## src/rtl/lzw_backward_reverse_rd_ctrl.sv

```systemverilog
// lzw_backward_reverse_rd_ctrl: reorder-RAM read scheduler with EOF tagging and free-space credit; LZW_REV_RDCTRL_STAT_EN adds byte/frame counters
module lzw_backward_reverse_rd_ctrl #(
    parameter int RD_GAP    = 1,
    parameter int EOF_DEPTH = 4
) (
    input  logic        I_sys_clk,
    input  logic        I_sys_rst,
    input  logic        I_commit_en,
    input  logic [5:0]  I_commit_len,
    input  logic        I_commit_eof,
    input  logic        I_rd_enable,
    input  logic        I_state_clr,
    output logic        O_ram_rd_en,
    output logic [9:0]  O_ram_rd_addr,
    input  logic [7:0]  I_ram_rd_data,
    output logic [7:0]  O_payload_data,
    output logic        O_payload_data_en,
    output logic        O_payload_last,
`ifdef LZW_REV_RDCTRL_STAT_EN
    output logic [15:0] O_rd_byte_cnt,
    output logic [15:0] O_frame_cnt,
`endif
    output logic [10:0] O_free_space,
    output logic        O_err
);
    localparam int AW = (EOF_DEPTH > 1) ? $clog2(EOF_DEPTH) : 1;
    localparam int GW = (RD_GAP > 0) ? $clog2(RD_GAP + 1) : 1;
    localparam logic [AW:0] EOF_FULL = (AW + 1)'(EOF_DEPTH);
    localparam logic [GW-1:0] GAP_LOAD = GW'(RD_GAP);

    typedef enum logic [1:0] {IDLE, READ, HOLD} state_t;

    state_t        state_q, state_d;
    logic [10:0]   level_q, level_d, free_q, free_d;
    logic [9:0]    rd_ptr_q, rd_ptr_d, cmt_ptr_q, cmt_ptr_d, push_addr;
    logic [GW-1:0] gap_q, gap_d;
    logic [AW-1:0] eof_wr_q, eof_wr_d, eof_rd_q, eof_rd_d;
    logic [AW:0]   eof_cnt_q, eof_cnt_d;
    logic [9:0]    eof_mem_q [EOF_DEPTH];
    logic          err_q, err_d, v1_q, v1_d, last1_q, last1_d;
    logic          den_q, den_d, last_q, last_d;
    logic [7:0]    dat_q, dat_d;
    logic          commit_req, reject, accept, push, issue, is_last;

    always_comb begin
        commit_req = I_commit_en && I_commit_len != 6'd0;
        // Admission uses registered level and queue depth, so a same-cycle read or pop never rescues a commit
        reject     = commit_req && ((level_q + 11'(I_commit_len) > 11'd1024) ||
                                    (I_commit_eof && eof_cnt_q == EOF_FULL));
        accept     = commit_req && !reject;
        push       = accept && I_commit_eof;
        push_addr  = cmt_ptr_q + 10'(I_commit_len) - 10'd1;
        issue      = state_q == READ && level_q != 11'd0 && I_rd_enable && gap_q == '0;
        is_last    = issue && eof_cnt_q != '0 && rd_ptr_q == eof_mem_q[eof_rd_q];
        level_d    = level_q + (accept ? 11'(I_commit_len) : 11'd0) - (issue ? 11'd1 : 11'd0);
        free_d     = 11'd1024 - level_d;
        cmt_ptr_d  = accept ? cmt_ptr_q + 10'(I_commit_len) : cmt_ptr_q;
        rd_ptr_d   = issue ? rd_ptr_q + 10'd1 : rd_ptr_q;
        gap_d      = issue ? GAP_LOAD : (gap_q != '0 ? gap_q - GW'(1) : gap_q);
        eof_wr_d   = push ? eof_wr_q + AW'(1) : eof_wr_q;
        eof_rd_d   = is_last ? eof_rd_q + AW'(1) : eof_rd_q;
        eof_cnt_d  = eof_cnt_q + (push ? (AW + 1)'(1) : '0) - (is_last ? (AW + 1)'(1) : '0);
        err_d      = err_q || reject;
        v1_d       = issue;
        last1_d    = is_last;
        den_d      = v1_q;
        last_d     = v1_q && last1_q;
        dat_d      = v1_q ? I_ram_rd_data : dat_q;
        state_d    = state_q;
        case (state_q)
            IDLE:    state_d = (level_q != 11'd0 && I_rd_enable) ? READ : IDLE;
            READ:    state_d = !I_rd_enable ? HOLD : (level_q == 11'd0 ? IDLE : READ);
            HOLD:    state_d = (I_rd_enable && level_q != 11'd0) ? READ :
                               (level_q == 11'd0 ? IDLE : HOLD);
            default: state_d = IDLE;
        endcase
    end

    always_ff @(posedge I_sys_clk) begin
        if (I_sys_rst) begin
            state_q   <= IDLE;
            level_q   <= '0;
            free_q    <= 11'd1024;
            rd_ptr_q  <= '0;
            cmt_ptr_q <= '0;
            gap_q     <= '0;
            eof_wr_q  <= '0;
            eof_rd_q  <= '0;
            eof_cnt_q <= '0;
            err_q     <= 1'b0;
            v1_q      <= 1'b0;
            last1_q   <= 1'b0;
            den_q     <= 1'b0;
            last_q    <= 1'b0;
            dat_q     <= '0;
        end else begin
            state_q   <= state_d;
            level_q   <= level_d;
            free_q    <= free_d;
            rd_ptr_q  <= rd_ptr_d;
            cmt_ptr_q <= cmt_ptr_d;
            gap_q     <= gap_d;
            eof_wr_q  <= eof_wr_d;
            eof_rd_q  <= eof_rd_d;
            eof_cnt_q <= eof_cnt_d;
            err_q     <= err_d;
            v1_q      <= v1_d;
            last1_q   <= last1_d;
            den_q     <= den_d;
            last_q    <= last_d;
            dat_q     <= dat_d;
        end
    end

    always_ff @(posedge I_sys_clk) begin
        if (push) eof_mem_q[eof_wr_q] <= push_addr;
    end

    assign O_ram_rd_en       = issue;
    assign O_ram_rd_addr     = rd_ptr_q;
    assign O_payload_data    = dat_q;
    assign O_payload_data_en = den_q;
    assign O_payload_last    = last_q;
    assign O_free_space      = free_q;
    assign O_err             = err_q;

`ifdef LZW_REV_RDCTRL_STAT_EN
    logic        clr_q;
    logic [15:0] byte_cnt_q, byte_cnt_d, frame_cnt_q, frame_cnt_d;

    always_comb begin
        byte_cnt_d  = clr_q ? '0 : byte_cnt_q + (den_q ? 16'd1 : 16'd0);
        frame_cnt_d = clr_q ? '0 : frame_cnt_q + (last_q ? 16'd1 : 16'd0);
    end

    always_ff @(posedge I_sys_clk) begin
        if (I_sys_rst) begin
            clr_q       <= 1'b0;
            byte_cnt_q  <= '0;
            frame_cnt_q <= '0;
        end else begin
            clr_q       <= I_state_clr;
            byte_cnt_q  <= byte_cnt_d;
            frame_cnt_q <= frame_cnt_d;
        end
    end

    assign O_rd_byte_cnt = byte_cnt_q;
    assign O_frame_cnt   = frame_cnt_q;
`else
    logic unused_state_clr;
    assign unused_state_clr = I_state_clr;
`endif
endmodule

```

## config.mk

```make
export PLATFORM = sky130hd
export DESIGN_NAME = lzw_backward_reverse_rd_ctrl
export DESIGN_NICKNAME = d
export VERILOG_FILES = /design/src/rtl/lzw_backward_reverse_rd_ctrl.sv
export SDC_FILE = /design/constraint.sdc
export NUM_CORES = 1
export LEC_CHECK = 0
export ABC_AREA = 1
export CAP_MARGIN = 20
export CORE_MARGIN = 4
export CORE_UTILIZATION = 25
export CTS_CLUSTER_SIZE = 10
export DETAILED_ROUTE_END_ITERATION = 16
export GPL_ROUTABILITY_DRIVEN = 0
export HOLD_SLACK_MARGIN = 0.12
export PLACE_DENSITY = 0.45
export SYNTH_ARGS = -nofsm -noshare
export SYNTH_HDL_FRONTEND = slang
export SYNTH_SLANG_ARGS = --single-unit
```

## constraint.sdc

```tcl
create_clock -name I_sys_clk -period 5.2 [get_ports I_sys_clk]
set_input_delay 1.3 -clock I_sys_clk [delete_from_list [all_inputs] [get_ports I_sys_clk]]
set_output_delay 1.3 -clock I_sys_clk [all_outputs]
set_load 0.05 [all_outputs]
```

== Word-level counts from Yosys, hierarchy flattened ==
Memory sizes are Yosys's and may differ from the RTL's. A register that Yosys moved wholly into a read port is not among the register bits.
Index checks and enable logic that the tools add are counted.
Storage, ports and cells
  register bits after elaboration: 65
  input port bits: 20
  logic and storage cells: 70
  output and inout port bits: 33
  memories: 1
  RAM bits: 40
Cells by class
  add/subtract/negate cells: 12
  eq/ne operators: 4
  order comparisons: 1
  bitwise gates (word level): 1
  muxes and demuxes: 16
  reductions and logical operators: 20
Memory list
  eof_mem_q: words 4, bits a word 10, rd ports 1, clocked after memory_dff 1, write ports 1, line 39  | logic [9:0] eof_mem_q [EOF_DEPTH];
Operators by type and width (number)
  adder 11 x 6 -> 11 bit: 2
  logical AND 1 bit: 12
  > comparator 11 bit, second input constant: 1
  zero test 11 bit: 1
  nonzero test 11 bit: 1
  subtractor 11 x 1 -> 11 bit: 1
  subtractor 11 bit, first input constant: 1
  adder 10 x 1 -> 10 bit, second input constant: 1
  adder 10 x 6 -> 10 bit: 1
  == test 10 bit: 1
  two-way mux 2 bit: 5
  subtractor 10 x 1 -> 10 bit, second input constant: 1
  two-way mux 1 bit: 9
  two-way mux 6 bit: 1
  case mux 2 bit (3 select lines): 1
  nonzero test 6 bit: 1
  adder 2 x 1 -> 2 bit, second input constant: 2
  adder 3 x 1 -> 3 bit: 1
  == test 3 bit, second input constant: 1
  nonzero test 3 bit: 1
  subtractor 3 x 1 -> 3 bit: 1
  == test 2 x 1 -> 1 bit, second input constant: 1
  == test 2 bit, second input constant: 1
  zero test 2 bit: 1
  other kinds (4): 5

== Depth between registers and ports, before layout ==
  depth after elaboration: 10
  depth in mapped cells: 36
  depth with buffers taken out: 35

== Worst setup path after synthesis ==
OpenSTA, ideal clock, no wires.
  path kind: in2reg
  from: input I_commit_len[0]
  to: register free_q[9] (netlist: O_free_space[9])
  data required time: 5087 ps
  library setup time: 113 ps
  data arrival time: 4858 ps
  cell stages on the path: 32
  buffers on the path: 1
  setup slack: 229 ps
  cells stage by stage: ha_1 > inv_1 > fa_1 > inv_1 > nand2_1 > nand2_1 > nand2_1 > nand2_1 > nand2_1 > nor2_1 > nand2_1 > nor2_2 > nand2_1 > nand2_2 > nand3_4 > clkinv_2 > buf_8 > nand2_1 > ha_1 > inv_1 > ha_1 > inv_1 > fa_1 > o21ai_0 > xnor2_1 > inv_1 > nor2_1 > nand3_1 > nor2_1 > nand2_1 > o21ai_1 > inv_1
On the way
  word-level cells in the longest chain between the ends: 10
  elaborated cells on any way between the ends: 12
  classes of those cells: 4 x add/sub; 1 x order compare; 1 x mux; 6 x reduce/logical
Ends and longest elaborated chain
  start, declared: line 9  | input logic [5:0] I_commit_len,
  adder 11 x 6 -> 11 bit: line 48  | reject = commit_req && ((level_q + 11'(I_commit_len) > 11'd1024) ||
  > comparator 11 bit: line 48
  logical OR 1 bit: line 48
  logical AND 1 bit: line 48
  zero test 1 bit: line 50  | accept = commit_req && !reject;
  logical AND 1 bit: line 50
  two-way mux 6 bit *: line 55  | level_d = level_q + (accept ? 11'(I_commit_len) : 11'd0) - (issue ? 11'd1 : 11'd0);
  adder 11 x 6 -> 11 bit *: line 55
  subtractor 11 x 1 -> 11 bit *: line 55
  subtractor 11 bit *: line 56  | free_d = 11'd1024 - level_d;
  end signal, assigned: line 99  | free_q <= free_d;
  end, declared: line 34  | logic [10:0] level_q, level_d, free_q, free_d;
Mark *: on every way between the ends. The rest lies on a longest branch, timed or not.
A chain may end at the register's enable or synchronous reset.

== Worst setup path in the final report ==
  from: input I_commit_len[0]
  to: register free_q[10] (netlist: O_free_space[10])
The elaborated chain is that of the path after synthesis.

==> out/summary.txt <==
========================================================================================================
Status                                                                                         completed
Number of instances in the synthesized netlist                                                       733
Peak ir drop on the vdd network                                                                0.3975 mV
Number of H-tree levels                                                                                3
Crit share post-route                                                                             93.61%
1st-pass router iterations                                                                             4
HPWL Detailed                                                                                   10690 um
Clk pwr share                                                                                      17.0%
CTS tree                                                                                            done
Total of fill cells in the finished design                                                          2465
Slack of the worst reg-to-reg path                                                               0.85 ns
Layout net count                                                                                     908
Number of nets with antenna violations after detailed routing                                          0
Start point of the worst hold path                                                               last1_q
Standard cell with the maximum stage delay on the critical path                                     fa_2
Final Hold Vio Count                                                                                   0
Category of the most critical setup path                                                       in -> reg
Pin count of the biggest net entering global routing                                                  37
Total die area                                                                               0.02590 mm2
Hold Worst Slack                                                                               0.4267 ns
P_sw                                                                                            1.687 mW
Cell repeated most along the worst path                                                          nand2_1
Number of standard-cell rows in the floorplan                                                         55
Count of unique library cells instantiated by Yosys                                                   45
Crit path arrival time                                                                           5.11 ns
Yosys top cell area share                                                                         22.25%
Number of buffers on the longest clock path                                                            2
Cell area after technology mapping                                                          0.005848 mm2
Power density normalized to cell area                                                       542.0 mW/mm2
CP peak stage delay                                                                              0.51 ns
Relative max-transition margin                                                                    55.63%
Most frequently used flop master after synthesis                                                 dfxtp_1
Number of buffers created by CTS                                                                       9
Clk_lat worst skew                                                                               0.36 ns
Number of cells on the worst hold path                                                                 2
Remaining global-route overflow                                                                        0
Setup slack after placement                                                                   -0.5840 ns
Worst hold-check path type                                                                    reg -> reg
Port bufs                                                                                             51
Initial Utilization                                                                               25.60%
Detail-routed via count per cell                                                                   4.131
Setup total negative slack                                                                          0 ns
Post-CTS clock slew at the launch and capture registers of the worst setup and hold paths        0.07 ns
Drt first-iter violations                                                                            187
Average instance area after synthesis                                                          7.978 um2
Number of maximum-capacitance constraint violations                                                    0
I/O pin total                                                                                         53
Length in cells of the worst reg-to-reg path                                                          31
Dominant cell by count in the synthesized netlist                                                nand2_1
Via count of the first global-routing pass                                                          4690
Sequential share of the synthesized area                                                          42.79%
Combined global-route utilization of all metal layers                                             11.35%
Routed wire length                                                                              14370 um
Required time at the worst-slack endpoint                                                        5.44 ns
Cell total after placement                                                                          1140
Total setup violations reported at the end of the flow                                                 0
Number of nets produced by synthesis                                                                 799
Power share of the combinational group                                                             56.5%
Drc violations                                                                                         0
Biggest area consumer among synthesized cells                                                    dfxtp_1
Synth async-reset ratio                                                                               0%
Min Clock Period, post-route                                                                    4.868 ns
Cts-stage hold buffer count                                                                            0
Layout Skew                                                                                  0.008273 ns
Number of enable flip-flop cells after synthesis                                                      40
Width of the chip                                                                               160.9 um
Number of diodes added for antenna fixing                                                              0
Count of final max-slew check failures                                                                 0
Initial antenna violation count                                                                        1
Crit Reg-Reg Endpoint                                                                       O_free_space[10]
Sw Share                                                                                          40.99%
Critical path startpoint category                                                              input pin
Fmax                                                                                           205.4 MHz
Endpoint, Worst Hold                                                                        O_payload_last
Global-route wire length before repair                                                          23800 um
Fraction of layout cells with a size suffix above 1                                               16.41%
P_int                                                                                           2.429 mW
Worst path setup slack after routing                                                           0.3321 ns
Final Power                                                                                     4.116 mW
Vias post-DR                                                                                        4792
Proportion of power drawn by flip-flops and latches                                                26.6%
Synth area leaders                                                                          dfxtp_1, edfxtp_1, nand2_1, ha_1, inv_1
Routed wire per std cell                                                                        12.39 um
Synthesis-to-layout area growth                                                                   29.87%
Core Footprint                                                                               0.02285 mm2
TritonCTS Sinks                                                                                      105
Endpoint kind of the worst setup timing path                                                   flip-flop
Total number of yosys warnings                                                                         0
Transition at the pin with the smallest max-transition slack                                   0.6648 ns
Vertical die dimension                                                                          160.9 um
Static leakage                                                                                  3.261 nW
Count of non-filler cells in the finished layout                                                    1160
Post-synthesis sequential element count                                                              105
Maximum fanout encountered on the critical timing path                                                 5
Most common library cells after synthesis                                                   nand2_1, inv_1, nor2_1
Crit Reg-Reg Startpoint                                                                       level_q[0]
Library cell used as clock root buffer                                                         clkbuf_16
========================================================================================================
==> flip-flops by register name, indices dropped and copies added (netlist names), named ones only <==
name,flops
eof_wr_q,2
O_payload_data,8
eof_cnt_q,3
O_err,1
O_payload_data_en,1
eof_rd_q,2
gap_q,1
last1_q,1
cmt_ptr_q,10
O_payload_last,1
O_free_space,10
level_q,11
state_q,2
eof_mem_q,40
O_ram_rd_addr,10
==> routing by layer <==
| layer | vias up | share of wire, % | GRT usage (%) |
|---|---|---|---|
| li1 | 2574 | - | - |
| met1 | 2150 | 48 | 14.47 |
| met2 | 50 | 48 | 19.61 |
| met3 | 16 | 3.1 | 2.823 |
| met4 | 2 | 1.2 | 2.249 |
| met5 | - | 0.090 | 0 |
==> what timing repair did <==
| item | 4_1_cts | 5_1_grt |
|---|---|---|
| gates resized for setup | 6 | 38 |
| pin swaps | 3 | 9 |
| buffers inserted | 1 | 3 |
| endpoints found under the hold margin | 0 | 0 |
| endpoints found under the setup margin | 6 | 11 |
==> cell usage in the layout, fill, tap and decap left out, types with 2 or more instances in the layout <==
| cell | n |
|---|---|
| a211oi_1 | 2 |
| a21oi_1 | 34 |
| a21oi_2 | 7 |
| buf_4 | 62 |
| clkbuf_16 | 9 |
| clkdlybuf4s50_1 | 46 |
| clkinv_1 | 3 |
| clkinv_8 | 3 |
| dfxtp_1 | 65 |
| dlymetal6s2s_1 | 4 |
| edfxtp_1 | 40 |
| fa_1 | 2 |
| fa_2 | 2 |
| ha_1 | 32 |
| ha_2 | 2 |
| ha_4 | 8 |
| inv_1 | 90 |
| inv_2 | 8 |
| inv_6 | 3 |
| nand2_1 | 170 |
| nand2_2 | 14 |
| nand3_1 | 44 |
| nand3b_1 | 4 |
| nand4_1 | 7 |
| nor2_1 | 77 |
| nor2_2 | 7 |
| nor3_1 | 15 |
| o21ai_0 | 26 |
| o21ai_1 | 7 |
| o21bai_1 | 3 |
| or2_2 | 2 |
| xnor2_1 | 9 |
| xor2_1 | 20 |
| xor2_2 | 2 |
==> how the worst max path moves through the flow <==
stage                             to  slack, ns  depth (start not counted)             from
floorplan            O_free_space[9]       0.23                         32  I_commit_len[0]
global placement     O_free_space[9]      -0.58                         32  I_commit_len[0]
detailed placement   O_free_space[9]      -0.58                         32  I_commit_len[0]
CTS                 O_free_space[10]       0.02                         33  I_commit_len[1]
global route        O_free_space[10]      -0.02                         29  I_commit_len[5]
finish              O_free_space[10]       0.33                         32  I_commit_len[0]
==> power by group through the flow <==
stage | Sequential, mW | Clock (mW) | Combinational, mW
after CTS | 1.09 | 0.727 | 2.21
after floorplan | 1.22 | 0 | 1.15
after global placement | 1.11 | 0 | 2.15
after global routing | 1.11 | 0.763 | 2.61
final | 1.09 | 0.698 | 2.32
after detailed placement | 1.11 | 0 | 2.14
==> metrics by stage <==
stage               instance area, um2  utilization (%)
floorplan                         5848                -
global placement                  7101            31.08
detailed placement                7101            31.08
CTS                               7438            32.56
global route                      7595            33.24
finish                            7595            33.24
==> cell type report <==
| cell class | instances | area, um2 | share of cell area, % |
|---|---|---|---|
| well taps | 313 | 391.6 | 5.157 |
| clock inverters | 7 | 86.33 | 1.137 |
| multi-input cells | 511 | 3023 | 39.80 |
| inverters | 102 | 385.4 | 5.074 |
| flip-flops and latches | 105 | 2502 | 32.95 |
| repair buffers | 113 | 980.9 | 12.92 |
| clock buffers | 9 | 225.2 | 2.965 |
==> critical path: cells and delay by family <==
family | cells | cell delay, ns
adders and majority gates | 4 | 1.18
AOI/OAI and AO/OA | 3 | 0.36
and+or+nand+nor | 17 | 1.34
xor gates and xnor gates | 1 | 0.22
buffers and inverters | 7 | 0.69
==> kinds of logic (layout without fill, tap and decap cells) <==
group / after synthesis / after routing / synth area share, %
AND/OR/NAND/NOR: 347 / 347 / 25.55
buffers and inverters: 117 / 231 / 8.023
flip-flops: 105 / 105 / 42.79
AO/OA/AOI/OAI: 87 / 87 / 8.387
adder cells (fa/ha/maj): 46 / 46 / 10.36
XOR/XNOR: 31 / 31 / 4.900
Power figures use the tool's default switching activity.
